## config.mk

```make
export PLATFORM = sky130hd
export DESIGN_NAME = mod_enc_add_round_key
export DESIGN_NICKNAME = d
export VERILOG_FILES = /design/src/rtl/mod_enc_add_round_key.sv
export SDC_FILE = /design/constraint.sdc
export NUM_CORES = 1
export LEC_CHECK = 0
export BUFFER_PORTS_ARGS = -buffer_cell sky130_fd_sc_hd__clkbuf_2
export CORE_AREA = 2 2 157 159
export CTS_BUF_LIST = sky130_fd_sc_hd__clkbuf_16
export CTS_CLUSTER_DIAMETER = 200
export DETAILED_ROUTE_END_ITERATION = 16
export DIE_AREA = 0 0 159 161
export PLACE_DENSITY = 0.75
export REMOVE_ABC_BUFFERS = 1
export SLEW_MARGIN = 15
export SYNTH_ARGS = -nofsm -noshare
export SYNTH_HDL_FRONTEND = slang
export SYNTH_SLANG_ARGS = --single-unit
```

## constraint.sdc

```tcl
create_clock -name clk -period 12.49 [get_ports clk]
set_input_delay 0.6245 -clock clk [delete_from_list [all_inputs] [get_ports clk]]
set_output_delay 0.6245 -clock clk [all_outputs]
set_load 0.02 [all_outputs]
```

## src/rtl/mod_enc_add_round_key.sv

```systemverilog
// mod_enc_add_round_key: AES AddRoundKey stage with round counter, block FSM and 2-entry output FIFO
// Ports: clk, reset (async active-low), abort (sync flush);
//   in_state/in_valid/in_ready and key/key_valid/key_ready: joint handshake, both sides move together;
//   key_round: round tag of key, checked only when ARK_ROUNDCHK_EN is defined;
//   round: next round to accept (upstream source select);
//   out_state/out_last/out_valid/out_ready: FIFO head; done: 1-cycle pulse after the last entry pops;
//   err: sticky key/round mismatch flag (tied 0 unless ARK_ROUNDCHK_EN is defined).
module mod_enc_add_round_key #(
  parameter int NR = 14,
  parameter int N = 16
) (
  input  logic clk,
  input  logic reset,
  input  logic abort,
  input  logic [N-1:0][7:0] in_state,
  input  logic in_valid,
  output logic in_ready,
  input  logic [N-1:0][7:0] key,
  input  logic key_valid,
  output logic key_ready,
  input  logic [3:0] key_round,
  output logic [3:0] round,
  output logic [N-1:0][7:0] out_state,
  output logic out_last,
  output logic out_valid,
  input  logic out_ready,
  output logic done,
  output logic err
);
  typedef enum logic [1:0] {IDLE, BUSY, DRAIN} state_t;
  state_t state, state_n;
  logic [N-1:0][7:0] mem_d [2];
  logic [1:0] mem_l;
  logic [1:0] count;
  logic rd, wr, round_err, space, xfer, pop, pop_last, is_last;
`ifdef ARK_ROUNDCHK_EN
  assign round_err = key_round != round;
  always_ff @(posedge clk or negedge reset)
    if (!reset) err <= 1'b0;
    else err <= !abort && (err || (in_valid && key_valid && round_err));
`else
  logic unused_key_round;
  assign unused_key_round = ^key_round;
  assign round_err = 1'b0;
  assign err = 1'b0;
`endif
  // readiness of each side looks only at the partner's valid, so no ready/ready loop can form
  assign space = count < 2'd2 && state != DRAIN && !round_err;
  assign in_ready = key_valid && space;
  assign key_ready = in_valid && space;
  assign xfer = in_valid && key_valid && space;
  assign is_last = round == 4'(NR);
  assign out_valid = count != 2'd0;
  assign out_state = out_valid ? mem_d[rd] : '0;
  assign out_last = out_valid && mem_l[rd];
  assign pop = out_valid && out_ready;
  assign pop_last = pop && out_last;
  assign wr = rd ^ count[0];
  always_comb begin
    state_n = abort ? IDLE :
              (xfer && is_last) ? DRAIN :
              (xfer && state == IDLE) ? BUSY :
              (state == DRAIN && pop_last) ? IDLE : state;
  end
  always_ff @(posedge clk or negedge reset)
    if (!reset) begin
      state <= IDLE;
      round <= '0;
      count <= '0;
      rd <= 1'b0;
      done <= 1'b0;
    end else begin
      state <= state_n;
      done <= !abort && pop_last;
      if (abort) begin
        round <= '0;
        count <= '0;
        rd <= 1'b0;
      end else begin
        if (xfer) round <= is_last ? '0 : round + 4'd1;
        count <= count + {1'b0, xfer} - {1'b0, pop};
        if (pop) rd <= ~rd;
      end
    end
  // storage needs no reset: the outputs are masked whenever the FIFO is empty
  always_ff @(posedge clk)
    if (xfer) begin
      mem_d[wr] <= in_state ^ key;
      mem_l[wr] <= is_last;
    end
endmodule

```

* Yosys cells after proc, flatten, opt, wreduce, memory -nomap -nowiden
Memories as Yosys holds them, arrays and structs flattened.
Cells that the tools add are included.
** Operators by class
- Order comparisons :: 4
- Muxes and demuxes :: 18
- Reduce and logical (&&, ||, !) cells :: 19
- Eq/ne operators :: 3
- $add $sub $neg :: 3
- Bitwise logic cells :: 3
** Operators with widths (number)
- two-way mux 128 bit :: 1
- XOR 128 bit :: 1
- logical AND 1 bit :: 13
- two-way mux 4 bit :: 3
- two-way mux 2 bit :: 5
- two-way mux 1 bit :: 7
- nonzero test 2 bit :: 3
- adder 4 x 1 -> 4 bit, second input constant :: 1
- equality test 4 bit, second input constant :: 1
- less-than comparator 1 x 2 -> 1 bit, second input constant :: 2
- nonzero test 4 bit :: 1
- adder 2 x 1 -> 2 bit :: 1
- bitwise mux 2 bit :: 1
- equality test 2 bit, second input constant :: 1
- logical NOT 2 bit :: 1
- less-than comparator 2 bit, second input constant :: 1
- != test 2 bit, second input constant :: 1
- subtractor 2 x 1 -> 2 bit :: 1
- demux 1 bit (select 1 bit) :: 1
- greater-or-equal comparator 1 bit, second input constant :: 1
- logical NOT 1 bit :: 1
- inverter 1 bit :: 1
- XOR 1 bit :: 1
** Storage, ports and cells
- Memories :: 1
- Memory bits (writable) :: 256
- Input port bits :: 266
- Bits in registers :: 12
** Memory list
- mem_d :: depth 2, bits a word 128, rd ports 1, clocked after memory_dff 0, write ports 1, line 32 : logic [N-1:0][7:0] mem_d [2];

* Longest topological paths before layout
- Word-level depth :: 9
- Mapped depth :: 7
- Depth with buffers taken out :: 6

* Least setup slack after synthesis
OpenSTA, ideal clock, no wires.
- Kind :: input-to-reg
- From :: input port key_valid
- To :: memory mem_d[0][0] in the netlist's numbering, enable pin
- Required time :: 11.871 ns
- Path buffers :: 1
- Stages :: 3
- Arrival :: 6.254 ns
- Setup slack :: 5.617 ns
- Cell sequence :: nand4bb_1 buf_2 nor2_1
** On the way
- Word-level cells in the longest chain between the ends :: 4
** RTL lines
- start, declared :: line 19 : input logic key_valid,
- logical AND 1 bit (2 in a row) :: line 51 : assign xfer = in_valid && key_valid && space;
- two-way mux 1 bit :: line 87 : if (xfer) begin
- two-way mux 1 bit (implied by the code) :: line 88 : mem_d[wr] <= in_state ^ key;
- end, declared :: line 32
No other way between the ends.

==> reports/results.txt <==
First-pass GRT wire length = 36,200 um
HPWL after DPL = 16,500 um
Pleak = 0.00586 uW
Sw frac = 0.348
Fmax = 290 MHz
Internal power = 1850 uW
Worst-margin pin slew = 1.03 ns
Setup TNS = 0 ns
Routed vias = 7,169
Nets = 1,408
Port Buffers = 398
Initial DRT Pass Iterations = 4
CTS buffer count = 27
Post-CTS sizing = 0
H-tree Lvls = 1
Clk pwr share = 0.247
Most common cell after layout, fill and taps aside = clkbuf_2
Root Driver = clkbuf_16
Outcome = completed
Most frequent cells in the layout = 398 x clkbuf_2, 258 x edfxtp_1, 134 x nor2_1, 130 x xor2_1, 130 x mux2i_1
Pwr Density = 196 nW/um2
Clock Sinks = 268
Final Util = 0.603
Net switching power = 987 uW
Setup crit start kind = flop
Unique masters post-synth = 26
Worst reg2reg startpoint = rd
Sequential Power Share = 0.427
Final Slew Violations = 0
Yosys warnings = 0
Routability cong. = 0.764
Die Ht = 161 um
Core area = 24,000 um2
Worst-path clk slew = 0.06 ns
CTS tree = yes
CP required = 11.87 ns
Ports = 404
CP max FO = 59
Placed cell area = 13,700 um2
Worst setup path startpoint = rd
# fillers = 1,866
Total global routing overflow = 0
GRT Overall Usage = 0.179
Final setup vio count = 0
Flop-to-flop setup slack = 9.31 ns
Max Cap Viol = 0
N_diodes = 0
Minimum clock period = 3.45 ns
Starting density of the core = 0.474
Critical Path AT = 2.82 ns
Initial DRC Count = 302
Fin crit share = 0.276
Die area = 25,600 um2
Hold crit path type = input pin to flop
Skew-Pair Late Insertion Delay = 0.52 ns
Logic pwr share = 0.326
Die W = 159 um
Worst slew margin = 0.315
Worst VDD drop = 0.185 mV
Hold wc startpoint = abort
Design area = 14,400 um2
Mapped Area = 11,400 um2
Initial antenna violation count = 0
Final ANT Viol Nets = 0
Synth Instances = 737
Layout cells sized above 1 = 0.384
Crit. End Element = output port
Setup CP Type = flop to output port
Row count = 57
Largest net degree at the start of global routing = 69
CTS Buffer Depth = 3
Post-Syn Area per Cell = 15.4 um2
Sequential fraction of the synthesis area = 0.704
Final-report hold violation count = 0
Final wirelength = 23,800 um
Number of global-route vias before repair = 7,020
Flops & latches, synth = 268
# DRC = 0
RSZ-0062 raised after global routing = false
P&R area growth vs syn = 27.2%
Worst Skew = 0.0136 ns
Number of vias per cell = 4.84
WL/cell = 16.1 um
==> layer usage <==
metal	routed length, um	part of all wire	GRT usage	vias up
li1	-	-	-	3428
met1	9040	0.38	0.206	3408
met2	12400	0.52	0.329	290
met3	1560	0.065	0.0413	43
met4	728	0.031	0.0570	0
met5	0	0	0	-
==> critical path, cell delays in order (launching register included) <==
cell and delay [ns]:
dfrtp_4 0.79, buf_4 0.86, mux2i_1 0.28, nor2_1 0.06, clkbuf_2 0.19
==> area by class of cell <==
cell class                 instances  area (um2)  share of cell area
clock buffer                      27         676              0.0468
clock inverter                    20        90.1             0.00623
multi-input combinational        434        3210               0.222
sequential                       268        8000               0.554
inverter                           2        7.51            0.000520
timing repair buffer             406        2050               0.142
tap                              324         405              0.0281
==> cells in the mapped netlist <==
cell type,n,area share
nand4b_1,1,0.00077
ha_1,3,0.0033
and2_1,4,0.0022
and3_1,2,0.0011
a21oi_1,7,0.0031
nor2_1,136,0.045
nand4bb_1,1,0.00099
xor2_1,130,0.10
buf_2,26,0.011
and4bb_2,1,0.0011
clkbuf_1,6,0.0020
buf_4,1,0.00066
edfxtp_1,258,0.68
nor3_1,1,0.00044
dfrtp_1,10,0.022
o21a_1,1,0.00066
or3_1,2,0.0011
nand3b_1,1,0.00066
mux2i_1,130,0.11
or2_2,1,0.00055
nor2b_1,2,0.0011
inv_1,2,0.00066
xnor2_1,1,0.00077
conb_1,1,0.00033
o21ai_0,5,0.0022
nand2_1,4,0.0013
==> path summary, 6_finish.rpt <==
path,end,cells after the start
worst max register to register,mem_d[1][27],3
min in group asynchronous,rd,2
worst max-delay path,out_state[88],4
worst min-delay path,round[3],2
worst min register to register,state[0],1
max in group asynchronous,rd,2
==> power groups by stage <==
stage / clock, uW / sequential (uW) / combinational [uW]
detailed placement: 0 / 1230 / 938
floorplan: 0 / 1280 / 616
global placement: 0 / 1220 / 929
CTS: 720 / 1210 / 941
global route: 754 / 1220 / 996
finish: 701 / 1210 / 925
==> per-stage QoR <==
step	total power [uW]	worst slack, ns	cells	hold slack [ns]
2_1_floorplan	1890	1.99	704	0.329
3_3_place_gp	2150	9.25	1433	0.492
3_5_place_dp	2170	9.25	1433	0.503
4_1_cts	2870	8.98	1481	0.393
5_1_grt	2970	8.82	1481	0.395
6_report	2840	9.04	1481	0.415
==> flip-flops by register name, summed over array words and instances, names as in the netlist <==
| register | count |
|---|---|
| count | 2 |
| done | 1 |
| mem_d | 256 |
| mem_l | 2 |
| rd | 1 |
| round | 4 |
| state | 2 |
==> logic make-up (layout without fill, tap and decap cells) <==
group | Yosys count | after routing | synth area share
xor+xnor | 131 | 131 | 0.101
fa+ha+maj | 3 | 3 | 0.00330
compound gates | 13 | 13 | 0.00595
flops | 268 | 268 | 0.704
simple gates | 156 | 156 | 0.0563
buf+inv | 35 | 455 | 0.0148
other cells | 1 | 1 | 0.000330
mux | 130 | 130 | 0.115
==> repair_timing <==
| item | 4_1_cts | 5_1_grt |
|---|---|---|
| hold buffers | 1 | 0 |
| buffers inserted | 0 | 0 |
| hold endpoints to repair | 10 | 0 |
Note: power is estimated with default switching activity, not from simulation.
